==> src/rtl/aes_bram_port_ctrl.sv <==
// -----------------------------------------------------------------------------
// aes_bram_port_ctrl
//
// Bridges the AES control FSM's level-sensitive word requests onto the native
// single-port interface of the BRAM's Port B (Port A belongs to the AXI side).
// A request is held high by the requester until it sees bram_complete; the
// controller issues exactly one BRAM cycle per accepted request, waits out the
// configured read latency, and answers with a one-cycle bram_complete pulse.
//
// Parameters
//   READ_LATENCY : cycles from the bram_en read cycle to valid bram_dout (1..4)
//   ADDR_WIDTH   : width of the BRAM byte address (at most 32)
//
// Ports
//   aes_clk, aes_rst_n       : clock (rising edge) and async active-low reset
//   aes_start_read/_write    : request levels; read wins when both are high
//   aes_bram_addr            : byte address for reads
//   aes_bram_write_addr/data : byte address and data for writes
//   aes_bram_read_data       : last read word, updated when a read completes
//   bram_complete, bram_err  : completion pulse, error flag for misaligned addr
//   bram_addr/en/we/din/dout : native BRAM Port B signals
//   rd_count, wr_count       : wrapping counts of successful reads / writes
//
// Timing seen by the requester (edges counted from the edge that samples the
// start level in IDLE to the edge that samples bram_complete=1):
//   write 3, read 3+READ_LATENCY, misaligned 2.
// -----------------------------------------------------------------------------
module aes_bram_port_ctrl #(
  parameter int READ_LATENCY = 2,
  parameter int ADDR_WIDTH   = 32
) (
  input  logic                  aes_clk,
  input  logic                  aes_rst_n,
  input  logic                  aes_start_read,
  input  logic                  aes_start_write,
  input  logic [31:0]           aes_bram_addr,
  input  logic [31:0]           aes_bram_write_addr,
  input  logic [31:0]           aes_bram_write_data,
  output logic [31:0]           aes_bram_read_data,
  output logic                  bram_complete,
  output logic                  bram_err,
  output logic [ADDR_WIDTH-1:0] bram_addr,
  output logic                  bram_en,
  output logic [3:0]            bram_we,
  output logic [31:0]           bram_din,
  input  logic [31:0]           bram_dout,
  output logic [15:0]           rd_count,
  output logic [15:0]           wr_count
);

  typedef enum logic [2:0] {
    ST_IDLE     = 3'd0,
    ST_RD_ISSUE = 3'd1,
    ST_RD_WAIT  = 3'd2,
    ST_WR_ISSUE = 3'd3,
    ST_DONE     = 3'd4
  } state_t;

  localparam logic [2:0] LAT_LOAD = 3'(READ_LATENCY);

  // Word alignment check on a captured byte address.
  function automatic logic is_misaligned(input logic [31:0] addr);
    is_misaligned = (addr[1:0] != 2'b00);
  endfunction

  state_t                r_state;
  logic                  r_is_read;
  logic                  r_err;
  logic [2:0]            r_lat_cnt;
  logic [31:0]           r_rdata;
  logic                  r_complete;
  logic                  r_err_out;
  logic [ADDR_WIDTH-1:0] r_bram_addr;
  logic                  r_bram_en;
  logic [3:0]            r_bram_we;
  logic [31:0]           r_bram_din;
  logic [15:0]           r_rd_count;
  logic [15:0]           r_wr_count;

  logic                  w_rd_misaligned;
  logic                  w_wr_misaligned;

  assign w_rd_misaligned = is_misaligned(aes_bram_addr);
  assign w_wr_misaligned = is_misaligned(aes_bram_write_addr);

  // Request FSM; every output is a register written alongside the state.
  always_ff @(posedge aes_clk or negedge aes_rst_n) begin
    if (!aes_rst_n) begin
      r_state     <= ST_IDLE;
      r_is_read   <= 1'b0;
      r_err       <= 1'b0;
      r_lat_cnt   <= 3'd0;
      r_rdata     <= 32'h0000_0000;
      r_complete  <= 1'b0;
      r_err_out   <= 1'b0;
      r_bram_addr <= '0;
      r_bram_en   <= 1'b0;
      r_bram_we   <= 4'h0;
      r_bram_din  <= 32'h0000_0000;
      r_rd_count  <= 16'h0000;
      r_wr_count  <= 16'h0000;
    end else begin
      // Pulses and strobes fall back to 0 unless a state raises them.
      r_complete <= 1'b0;
      r_err_out  <= 1'b0;
      r_bram_en  <= 1'b0;
      r_bram_we  <= 4'h0;
      case (r_state)
        ST_IDLE: begin
          // While the completion pulse is on the wire the requester may still
          // be holding the old start level, so it is not taken as new work.
          if (!r_complete && aes_start_read) begin
            r_is_read <= 1'b1;
            if (w_rd_misaligned) begin
              r_err   <= 1'b1;
              r_state <= ST_DONE;
            end else begin
              r_err       <= 1'b0;
              r_bram_en   <= 1'b1;
              r_bram_addr <= aes_bram_addr[ADDR_WIDTH-1:0];
              r_state     <= ST_RD_ISSUE;
            end
          end else if (!r_complete && aes_start_write) begin
            r_is_read <= 1'b0;
            if (w_wr_misaligned) begin
              r_err   <= 1'b1;
              r_state <= ST_DONE;
            end else begin
              r_err       <= 1'b0;
              r_bram_en   <= 1'b1;
              r_bram_we   <= 4'hF;
              r_bram_addr <= aes_bram_write_addr[ADDR_WIDTH-1:0];
              r_bram_din  <= aes_bram_write_data;
              r_state     <= ST_WR_ISSUE;
            end
          end else begin
            r_state <= ST_IDLE;
          end
        end
        ST_RD_ISSUE: begin
          // The enable cycle is ending; start counting the BRAM pipeline.
          r_lat_cnt <= LAT_LOAD;
          r_state   <= ST_RD_WAIT;
        end
        ST_RD_WAIT: begin
          if (r_lat_cnt <= 3'd1) begin
            r_rdata <= bram_dout;
            r_state <= ST_DONE;
          end else begin
            r_lat_cnt <= r_lat_cnt - 3'd1;
            r_state   <= ST_RD_WAIT;
          end
        end
        ST_WR_ISSUE: begin
          r_state <= ST_DONE;
        end
        ST_DONE: begin
          r_complete <= 1'b1;
          r_err_out  <= r_err;
          // Only transactions that reached the BRAM are counted.
          if (!r_err && r_is_read) begin
            r_rd_count <= r_rd_count + 16'd1;
          end else if (!r_err) begin
            r_wr_count <= r_wr_count + 16'd1;
          end else begin
            r_rd_count <= r_rd_count;
          end
          r_state <= ST_IDLE;
        end
        default: begin
          r_state <= ST_IDLE;
        end
      endcase
    end
  end

  assign aes_bram_read_data = r_rdata;
  assign bram_complete      = r_complete;
  assign bram_err           = r_err_out;
  assign bram_addr          = r_bram_addr;
  assign bram_en            = r_bram_en;
  assign bram_we            = r_bram_we;
  assign bram_din           = r_bram_din;
  assign rd_count           = r_rd_count;
  assign wr_count           = r_wr_count;

endmodule

==> config.mk <==
export PLATFORM = sky130hd
export DESIGN_NAME = aes_bram_port_ctrl
export DESIGN_NICKNAME = d
export VERILOG_FILES = /design/src/rtl/aes_bram_port_ctrl.sv
export SDC_FILE = /design/constraint.sdc
export NUM_CORES = 1
export LEC_CHECK = 0
export BUFFER_PORTS_ARGS = -buffer_cell sky130_fd_sc_hd__buf_2
export CAP_MARGIN = 30
export CORE_MARGIN = 2
export CORE_UTILIZATION = 40
export DETAILED_ROUTE_END_ITERATION = 10
export PLACE_DENSITY = 0.81
export SLEW_MARGIN = 5
export SYNTH_ARGS = -nofsm -noshare
export SYNTH_HDL_FRONTEND = slang
export SYNTH_SLANG_ARGS = --single-unit
export TNS_END_PERCENT = 20
==> constraint.sdc <==
create_clock -name aes_clk -period 1.7 [get_ports aes_clk]
set_input_delay 0.085 -clock aes_clk [delete_from_list [all_inputs] [get_ports aes_clk]]
set_output_delay 0.085 -clock aes_clk [all_outputs]
set_load 0.01 [all_outputs]
# After elaboration in Yosys (flattened, before gate mapping)

Cells that the tools add are included.

Register bits after elaboration: 143
Input port bits: 132
Word-level logic and storage cells: 74

Add/subtract/negate cells: 3
Order comparisons: 1
Equality and inequality tests: 7
Multiplexer cells: 29
Bitwise gates (word level): 4
Reductions and logical operators: 17

Operators with widths:

| cell                  | count |
|---|---|
| $mux 32               | 4 |
| $add 16x1->16 const B | 2 |
| $mux 3                | 6 |
| $mux 4                | 4 |
| $mux 1                | 13 |
| $pmux 3 s4            | 1 |
| $reduce_and 2->1      | 4 |
| $reduce_and 4->1      | 2 |
| $reduce_bool 2->1     | 4 |
| $eq 3x2->1 const B    | 2 |
| $pmux 3 s2            | 1 |
| $ne 2x2->1 const B    | 2 |
| $not 1->1             | 4 |
| $eq 3x1->1 const B    | 1 |
| $eq 3x3->1 const B    | 1 |
| $le 3x1->1 const B    | 1 |
| $logic_and 1x1->1     | 3 |
| $logic_not 3->1       | 1 |
| $reduce_and 3->1      | 1 |
| $sub 3x1->3 const B   | 1 |
| $logic_not 1->1       | 2 |
| $ne 2x1->1 const B    | 1 |

# Logic depth before layout (Yosys ltp)

Gate-level depths: netlist of the first run.

Depth in word-level cells: 5
Mapped depth: 7
Mapped depth without buffers: 6

# Least setup slack after synthesis of the first run

No wires, ideal clock.

Path type: register to register
From: register r_lat_cnt[1]
To: register r_rdata[1] (netlist: aes_bram_read_data[1])
Library setup time: 0.125 ns
Arrival: 1.657 ns
Required time: 1.575 ns
Slack: -0.082 ns
Cell stages (with the launch flop): 8
Path buffers: 2
Period minus slack after synthesis: 1.782 ns
Cells stage by stage: dfrtp_1 > inv_1 > ha_1 > o21bai_1 > and4_1 > clkbuf_1 > buf_2 > mux2_2

Cells in the longest elaborated chain, start to end: 2

Ends and longest elaborated chain:

| what                       | line | text |
|---|---|---|
| start, declared            | 69   | `logic [2:0] r_lat_cnt;` |
| start signal, assigned     | 150  | `r_lat_cnt <= r_lat_cnt - 3'd1;` |
| $le 3x1->1                 | 146  | `if (r_lat_cnt <= 3'd1) begin` |
| $reduce_and 2->1 (no line) | --   |  |
| end signal, assigned       | 147  | `r_rdata <= bram_dout;` |
| end, declared              | 70   | `logic [31:0] r_rdata;` |

No other way between the ends.
A chain may end at the register's enable or synchronous reset.

# Final worst setup path of the first run

From: register r_state[2]
To: register r_wr_count[12] (netlist: wr_count[12])

Cells in the longest elaborated chain, start to end: 2

Ends and longest elaborated chain:

| what                       | line | text |
|---|---|---|
| start, declared            | 66   | `state_t r_state;` |
| start signal, assigned     | 89   | `r_state <= ST_IDLE;` |
| start signal, assigned     | 116  | `r_state <= ST_DONE;` |
| start signal, assigned     | 121  | `r_state <= ST_RD_ISSUE;` |
| $eq 3x3->1                 | 108  | `case (r_state)` |
| $reduce_and 3->1 (no line) | --   |  |
| end signal, assigned       | 164  | `r_wr_count <= r_wr_count + 16'd1;` |
| end, declared              | 78   | `logic [15:0] r_wr_count;` |

No other way between the ends.

==> out/qor.txt, run 1 <==
worst slew pin tran = 0.5380 ns
first-pass GRT wire length = 27.33 mm
Die Span X = 125.1 um
clk root buf = clkbuf_16
Hold Path Sink = bram_addr[29]
Synth Flop Type = dfrtp_1
Synth top cells by count = dfrtp_1, mux2_2, nand2_1
Die Height = 125.1 um
Top Family by Delay on Critical Path = simple AND/OR/NAND/NOR gates
Cell Int Power = 9.398 mW
endpoints failing setup = 3
DR WL/cell = 16.03 um
setup bufs post-CTS = 0
CP required = 2.03 ns
Static Leak = 4.871 nW
Mapped Cells = 463
Switch Pwr = 4.468 mW
I/O Buffers = 266
area fraction of the dominant cell type after synthesis = 59.77%
initial antenna violation count = 1
DRC Markers = 0
FF-to-FF End = wr_count[12]
RSZ-0062 raised after global routing = true
cells on worst reg2reg path = 4
post-synth cell types = 46
Worst setup EP type = flip-flop
r2r startpoint = r_state[2]
cell with the most instances after synthesis = dfrtp_1
area grow syn2layout = 60.79%
via/cell ratio = 4.830
routability congestion estimate = 0.7573
register area share after synthesis = 59.77%
largest net degree at the start of global routing = 65
Post-DRT Antenna Nets = 0
setup tns final = -0.1143 ns
hold path cells = 3
min-delay worst type = in -> reg
Highest Clock Rate = 0.5718 GHz
total wire length = 17.07 mm
Clock Skew = 0.005282 ns
vias in the first global route = 5595
min cycle time layout = 1.749 ns
grt ovf = 0
row count = 44
crit path cell chain = or3b_4, or4_4, nor3_4, xor2_1
maxcap violations = 0
Core Box Area = 14420 um^2
Final Max Slew Viols = 0
insertion delay to the later sink of the worst-skew pair = 0.40 ns
startpoint types = flip-flop
Starting Density = 40.64%
critical path class = reg -> reg
worst-case clock buffer depth = 2
DP Wirelength = 10.37 mm
vias after detailed routing = 5144
number of synthesized flops with an enable pin = 0
CP max-delay cell = or4_4
Avg Inst Size Synth = 12.66 um^2
Boundary Pins = 267
area leader, netlist = dfrtp_1
Net Sw Frac = 32.22%
Max VDD drop = 0.0008888 V
Comb pwr share = 35.7%
Reg clk slew, reported paths = 0.06 ns
Inserted Clock Buffers = 17
Die ar. = 15640 um^2
sequential share of power = 38.4%
CP Max Fanout = 4
Area contributors post-synth = dfrtp_1, mux2_2, mux2i_1, o21ai_0, xnor2_1
Final Total Pwr = 13.87 mW
final hold viol count = 0
Worst slew margin = 63.63%
TritonCTS clock tree = done
DRT Pass-1 Iters = 4
# nets final = 1003
fillcell total = 1032
part of the power in the clock network = 25.8%
Placed Area = 7629 um^2
Max H-tree Level = 4
failing checks = negative setup slack
Synth Cell Area = 5862 um^2
status = finished, violations left
post-synthesis register bit count = 140
WHS = 0.001092 ns
cell area after layout = 9425 um^2
critical path's largest stage delay = 0.57 ns
Net Count, Synth = 599
worst hold start = aes_bram_write_addr[29]
Arr. time, crit path = 2.08 ns
YS warnings = 0
Buffers & Inverters on Critical Path = 0
share of synthesized flip-flops with an asynchronous set or reset = 100.0%
PnR worst setup slack = -0.04897 ns
flop2flop setup slack = -0.05 ns
pwr/cell area = 1471 nW/um^2
gr usage total = 21.85%
CTS sink count = 140
fraction of layout cells with a size suffix above 1 = 46.70%
final period utilization = 102.9%
initial DRC count = 170
## worst max path at each step
stage | startpoint | end | cells after the start
finish | r_state[2] | wr_count[12] | 4
global route | r_state[2] | wr_count[12] | 4
CTS | r_err | wr_count[12] | 4
detailed placement | r_state[0] | wr_count[12] | 4
global placement | r_state[0] | wr_count[12] | 4
floorplan | r_state[0] | wr_count[11] | 4
## sequential cells by signal (all words and copies together), names as in the netlist, 3 cells and up
register            flops
r_state                 3
wr_count               16
rd_count               16
bram_addr              32
aes_bram_read_data     32
r_lat_cnt               3
bram_din               32
## layout by cell type (no fill, tap or decap), types with 3 or more instances in the layout
cell             n
nand4_1          8
nand2_2          3
nand3_1         11
mux2i_1         30
nand2_1         42
mux2_2          64
a21oi_1          5
and2_1           3
buf_2          265
buf_4           23
nor3_1           3
xnor2_1         20
clkbuf_1         6
o21ai_0         33
inv_1            9
dlygate4sd3_1  112
clkinv_2         3
clkbuf_16       19
ha_1             4
clkbuf_8         3
nor2_1          10
xor2_1          10
and3_1           4
buf_12           6
dfrtp_1        140
nor2_2           3
## logic make-up (layout without fill, tap and decap cells)
kind of cell / count (synthesis) / count (layout) / synth area share, %
buffers and inverters: 34 / 451 / 2.476
adder cells (fa/ha/maj): 4 / 4 / 0.8538
flip-flops: 140 / 140 / 59.77
other: 0 / 1 / 0
AO/OA/AOI/OAI: 51 / 51 / 4.888
AND/OR/NAND/NOR: 108 / 108 / 9.733
multiplexers: 96 / 96 / 17.80
XOR/XNOR: 30 / 30 / 4.482
## cell type report
class / count / area, um^2 / area share, %
multi-input cells: 289 / 2277 / 24.16
well taps: 184 / 230.2 / 2.443
diodes: 1 / 2.502 / 0.02655
clock inverters: 6 / 83.83 / 0.8894
repair buffers: 409 / 2801 / 29.72
inverters: 10 / 37.54 / 0.3982
flip-flops and latches: 140 / 3503 / 37.17
clock buffers: 26 / 489.2 / 5.190
## metrics by stage
stage | utilization [%] | std cells | worst slack, ns
final | 65.35 | 1065 | -0.04897
after global routing | 65.35 | 1065 | -0.1098
after floorplan | - | 463 | -0.07963
after global placement | 52.89 | 918 | -0.08692
after CTS | 64.73 | 1062 | -0.06650
after detailed placement | 52.89 | 918 | -0.1340
## routing by layer
metal / track usage (%) / routed length [um]
met5: 0 / 0
met3: 7.445 / 1202
met2: 38.97 / 8946
met4: 7.974 / 435
met1: 24.21 / 6486
## power groups by stage
stage | logic (mW) | registers, mW | clock network, mW
2_1_floorplan | 1.87 | 5.86 | 0
3_3_place_gp | 4.46 | 5.25 | 0
3_5_place_dp | 4.60 | 5.31 | 0
4_1_cts | 4.80 | 5.29 | 3.64
5_1_grt | 5.39 | 5.50 | 3.81
6_report | 4.96 | 5.33 | 3.58
## worst register-to-register path, cell delays in order (launching register included)
cell and delay [ns]:
dfrtp_1 0.39, or3b_4 0.42, or4_4 0.58, nor3_4 0.14, xor2_1 0.15
## repair_timing
action,4_1_cts,5_1_grt
gates cloned,0,2
hold buffers,112,0
endpoints found under the setup margin,26,86
hold endpoints to repair,214,0
gates resized for setup,4,15
pin swaps,5,4
Power figures use the tool's default switching activity.
==> run 2, diff against run 1 <==
--- a/config.mk
+++ b/config.mk
@@ -5,13 +5,15 @@
 export SDC_FILE = /design/constraint.sdc
 export NUM_CORES = 1
 export LEC_CHECK = 0
+export ABC_AREA = 1
 export BUFFER_PORTS_ARGS = -buffer_cell sky130_fd_sc_hd__buf_2
 export CAP_MARGIN = 30
 export CORE_MARGIN = 2
 export CORE_UTILIZATION = 40
 export DETAILED_ROUTE_END_ITERATION = 10
-export PLACE_DENSITY = 0.81
-export SLEW_MARGIN = 5
+export PLACE_DENSITY = 0.79
+export SETUP_SLACK_MARGIN = 0.02
+export SLEW_MARGIN = 40
 export SYNTH_ARGS = -nofsm -noshare
 export SYNTH_HDL_FRONTEND = slang
 export SYNTH_SLANG_ARGS = --single-unit
==> run 2 against run 1 <==
Against the previous run: largest cell class unchanged; total power grew 4.2%; the flow now finishes without violations; via count increased by 33%; register-to-register slack gained 0.16 ns; die area rose by 7.7%; highest routed layer is now met5; critical endpoint is now rd_count[2]; largest power group unchanged; cell count grew 34%; sequential power rose by 2%.
==> out/qor.txt, run 2 <==
Max H-tree Level = 4
number of synthesized flops with an enable pin = 0
final hold viol count = 0
Net Count, Synth = 938
share of synthesized flip-flops with an asynchronous set or reset = 100.0%
routability congestion estimate = 0.8184
initial antenna violation count = 1
status = complete, no violations
TritonCTS clock tree = done
post-synthesis register bit count = 140
startpoint types = flip-flop
Max VDD drop = 0.0008933 V
Inserted Clock Buffers = 17
area leader, netlist = dfrtp_1
endpoints failing setup = 0
Worst slew margin = 69.57%
pwr/cell area = 1468 nW/um^2
Die Span X = 129.8 um
Area contributors post-synth = dfrtp_1, nand2_1, nand3_1, inv_1, nor2_1
worst slew pin tran = 0.4564 ns
I/O Buffers = 266
initial DRC count = 456
area grow syn2layout = 55.67%
final period utilization = 93.43%
DRC Markers = 0
fraction of layout cells with a size suffix above 1 = 27.30%
maxcap violations = 0
clk root buf = clkbuf_16
Synth Cell Area = 6327 um^2
worst-case clock buffer depth = 2
Synth Flop Type = dfrtp_1
Worst setup EP type = flip-flop
Final Total Pwr = 14.45 mW
area fraction of the dominant cell type after synthesis = 55.37%
vias in the first global route = 6819
total wire length = 20.59 mm
critical path's largest stage delay = 0.45 ns
via/cell ratio = 4.795
most common cell after layout, fill and taps aside = nand2_1
Arr. time, crit path = 1.92 ns
insertion delay to the later sink of the worst-skew pair = 0.42 ns
RSZ-0062 raised after global routing = true
DP Wirelength = 12.10 mm
crit path cell chain = nor2_4, nand2_1, nor2_4, buf_4, buf_4, nand2_1, a22oi_1
Core Box Area = 15310 um^2
YS warnings = 0
Reg clk slew, reported paths = 0.06 ns
CTS sink count = 140
min-delay worst type = in -> reg
min cycle time layout = 1.588 ns
most frequent cells in the layout = nand2_1, buf_2, dfrtp_1
Mapped Cells = 802
post-synth cell types = 28
Clock Skew = 0.01124 ns
Die ar. = 16840 um^2
Synth top cells by count = nand2_1, dfrtp_1, nand3_1
# nets final = 1332
Post-DRT Antenna Nets = 0
CP Max Fanout = 7
Static Leak = 5.490 nW
Final Max Slew Viols = 0
Die Height = 129.8 um
grt ovf = 0
largest net degree at the start of global routing = 49
row count = 45
DR WL/cell = 14.48 um
DRT Pass-1 Iters = 5
first-pass GRT wire length = 32.29 mm
gr usage total = 24.62%
CP required = 2.03 ns
register area share after synthesis = 55.37%
Boundary Pins = 267
CP max-delay cell = dfrtp_1
flop2flop setup slack = 0.11 ns
Starting Density = 41.32%
fin util = 64.31%
Avg Inst Size Synth = 7.889 um^2
critical path class = reg -> reg
cell with the most instances after synthesis = nand2_1
Highest Clock Rate = 0.6296 GHz
vias after detailed routing = 6818
==> run 2: logic make-up after synthesis <==
logic type / after synthesis / share of synthesized area [%]
simple gates: 548 / 34.92
xor+xnor: 15 / 2.076
buf+inv: 78 / 5.300
compound gates: 17 / 1.543
fa+ha+maj: 4 / 0.7910
flops: 140 / 55.37
==> run 2: report_power, final <==
part	internal (mW)	leakage (nW)	switching, mW
Sequential	4.61	1.79	0.806
Combinational	2.07	3.42	3.11
Clock	2.40	0.290	1.47
Total	9.08	5.49	5.38
==> run 2: final timing paths <==
kind | start | cells after the start | to
min in group asynchronous | aes_rst_n | 2 | bram_addr[1]
hold / removal | aes_bram_write_addr[13] | 5 | bram_addr[13]
setup / recovery | r_state[0] | 7 | rd_count[2]
max in group asynchronous | aes_rst_n | 3 | bram_din[17]
setup reg to reg | r_state[0] | 7 | rd_count[2]
hold reg to reg | bram_addr[16] | 2 | bram_addr[16]
==> run 2: layout make-up <==
| class | instances | area, um^2 |
|---|---|---|
| multi-input combinational | 584 | 2515 |
| antenna | 2 | 5.005 |
| tap | 211 | 264.0 |
| clock buffer | 20 | 456.7 |
| clock inverter | 12 | 160.2 |
| timing repair buffer | 406 | 2769 |
| sequential | 140 | 3503 |
| inverter | 47 | 176.4 |
| fill | 1236 | 5465 |
==> run 2: layer usage <==
metal	up-vias	wire length (um)	global-route usage [%]
met5	-	7	0
met4	2	856	12.78
met1	3125	7972	28.09
met2	350	10210	41.98
met3	79	1545	7.298
li1	3262	-	-
==> run 2: through the flow <==
step           cell area, um^2  setup TNS, ns  instances  hold WS (ns)  setup WS, ns
2_1_floorplan             6327              0        802       -0.2106        0.2258
3_3_place_gp              7964              0       1263       0.05667        0.1436
3_5_place_dp              7964              0       1263       0.05639       0.09537
4_1_cts                   9802              0       1417      0.001500       0.08542
5_1_grt                   9844       -0.01509       1420       0.02096      -0.01440
6_report                  9849              0       1422       0.02479        0.1117
==> run 2: timing repair <==
action | 4_1_cts | 5_1_grt
hold buffers | 122 | 0
setup buffers | 0 | 3
resized for setup | 0 | 5
endpoints found under the setup margin | 0 | 10
endpoints found under the hold margin | 139 | 0
==> run 2: worst max-delay path, delay by kind of cell (launching register included) <==
| family | cells | cell delay [ns] |
|---|---|---|
| and+or+nand+nor | 4 | 0.63 |
| AOI/OAI and AO/OA | 1 | 0.13 |
| buffers and inverters | 2 | 0.30 |
| DFF | 1 | 0.45 |
==> run 3, diff against run 2 <==
--- a/config.mk
+++ b/config.mk
@@ -6,13 +6,13 @@
 export NUM_CORES = 1
 export LEC_CHECK = 0
 export ABC_AREA = 1
-export BUFFER_PORTS_ARGS = -buffer_cell sky130_fd_sc_hd__buf_2
+export BUFFER_PORTS_ARGS = -buffer_cell sky130_fd_sc_hd__clkbuf_2
 export CAP_MARGIN = 30
 export CORE_MARGIN = 2
 export CORE_UTILIZATION = 40
 export DETAILED_ROUTE_END_ITERATION = 10
 export PLACE_DENSITY = 0.79
-export SETUP_SLACK_MARGIN = 0.02
+export SETUP_SLACK_MARGIN = 0.05
 export SLEW_MARGIN = 40
 export SYNTH_ARGS = -nofsm -noshare
 export SYNTH_HDL_FRONTEND = slang
==> run 3 against run 2 <==
Against the previous run: count of clock-buffer cells in the layout is 3 lower; total power decreased by 0.38%; combinational power is essentially flat; clock skew barely moved.
==> out/qor.txt, run 3 (same netlist as run 2, synthesis figures left out) <==
row count = 45
Reg clk slew, reported paths = 0.06 ns
DRC Markers = 0
first-pass GRT wire length = 31.31 mm
Final Total Pwr = 14.40 mW
Top Family by Delay on Critical Path = simple AND/OR/NAND/NOR gates
Final Max Slew Viols = 0
CTS sink count = 140
largest net degree at the start of global routing = 47
initial antenna violation count = 1
initial DRC count = 373
vias after detailed routing = 6789
Highest Clock Rate = 0.6438 GHz
worst slew pin tran = 0.4958 ns
WL met2 = 9.822 mm
status = complete, no violations
final period utilization = 91.37%
most common cell after layout, fill and taps aside = nand2_1
RSZ-0062 raised after global routing = true
Clock Skew = 0.01114 ns
most frequent cells in the layout = nand2_1, clkbuf_2, dfrtp_1
Inserted Clock Buffers = 17
min-delay worst type = in -> reg
worst-case clock buffer depth = 2
DR WL/cell = 14.08 um
M1 WL = 8.013 mm
fraction of layout cells with a size suffix above 1 = 27.66%
total wire length = 20.07 mm
fillcell total = 1191
final hold viol count = 0
setup tns final = 0 ns
Worst setup EP type = flip-flop
DP Wirelength = 12.25 mm
Core Box Area = 15310 um^2
pwr/cell area = 1463 nW/um^2
endpoints failing setup = 0
CP max-delay cell = dfrtp_1
Highest Signal Layer = met5
startpoint types = flip-flop
WHS = 0.02046 ns
I/O Buffers = 266
Max H-tree Level = 4
Buffers & Inverters on Critical Path = 2
CP required = 2.05 ns
Boundary Pins = 267
CP Max Fanout = 33
via/cell ratio = 4.764
Die ar. = 16840 um^2
maxcap violations = 0
most used cell, CP = nand2_1
critical path class = reg -> reg
Die Span X = 129.8 um
gr usage total = 23.69%
grt ovf = 0
Static Leak = 5.489 nW
min cycle time layout = 1.553 ns
critical path's largest stage delay = 0.45 ns
DRT Pass-1 Iters = 5
Worst slew margin = 66.70%
clk root buf = clkbuf_16
Starting Density = 41.32%
crit path cell chain = nor2_4, nand2_1, nor2_1, nand3_2, inv_2, buf_12, nand2_1, nand2_1
pre-CTS setup slack = 0.1346 ns
# nets final = 1334
PnR worst setup slack = 0.1468 ns
area grow syn2layout = 55.55%
Post-DRT Antenna Nets = 0
routability congestion estimate = 0.8429
vias in the first global route = 6737
Max VDD drop = 0.0007990 V
Arr. time, crit path = 1.90 ns
met3 routed WL = 1.271 mm
insertion delay to the later sink of the worst-skew pair = 0.42 ns
Die Height = 129.8 um
TritonCTS clock tree = done
==> run 3: cell count changes in the layout (fill, tap and decap cells not counted), sizes merged <==
cell         change
buf            -261
clkbuf         +262
clkinv           +3
clkinvlp         -2
diode            +1
dlygate4sd3      -3
inv              +2
nor2             +1
==> run 3: path summary, 6_finish.rpt <==
kind                                    from                     to  slack, ns  cells past startpoint
min in group asynchronous          aes_rst_n            rd_count[6]       0.16                      2
setup reg to reg                  r_state[0]           bram_din[14]       0.15                      8
setup / recovery                  r_state[0]           bram_din[14]       0.15                      8
max in group asynchronous          aes_rst_n  aes_bram_read_data[7]       0.89                      3
hold reg to reg                bram_addr[31]          bram_addr[31]       0.47                      2
hold / removal             aes_bram_addr[14]          bram_addr[14]       0.02                      5
==> run 3: worst min-delay path, cell delays in order <==
cell and delay, ns:
clkbuf_2 0.11, nand2_1 0.05, nand2_1 0.05, nand2_1 0.05, nand2_1 0.06
==> run 3: final cells by class <==
| type | instances | area, um^2 | area share (%) |
|---|---|---|---|
| multi-input cells | 585 | 2511 | 25.51 |
| repair buffers | 407 | 2769 | 28.13 |
| clock inverters | 15 | 185.2 | 1.882 |
| flip-flops and latches | 140 | 3503 | 35.60 |
| inverters | 47 | 176.4 | 1.793 |
| clock buffers | 17 | 425.4 | 4.322 |
| diodes | 3 | 7.507 | 0.07628 |
| well taps | 211 | 264.0 | 2.682 |
==> run 3: stage by stage <==
stage | cell area (um^2) | util (%) | instances
after global routing | 9834 | 64.22 | 1422
after floorplan | 6327 | - | 802
after detailed placement | 7971 | 52.05 | 1264
after global placement | 7971 | 52.05 | 1264
after CTS | 9773 | 63.82 | 1415
final | 9842 | 64.26 | 1425
==> run 3: where the power goes <==
| part | total [mW] | switching (mW) | internal (mW) |
|---|---|---|---|
| Sequential | 5.44 | 0.827 | 4.61 |
| Combinational | 5.14 | 3.08 | 2.05 |
| Clock | 3.82 | 1.49 | 2.33 |
| Total | 14.4 | 5.40 | 9.00 |
==> run 3: repair_timing <==
item / CTS / global route
hold buffers: 119 / 0
setup endpoints to repair: 0 / 31
resized for setup: 0 / 3
buffers inserted: 0 / 6
hold endpoints to repair: 211 / 0
==> run 3: metal layers <==
metal  up-vias  global-route usage, %
li1       3264                      -
met1      3129                  27.75
met2       312                  39.54
met3        82                  5.781
met4         2                  14.29
met5         -                      0
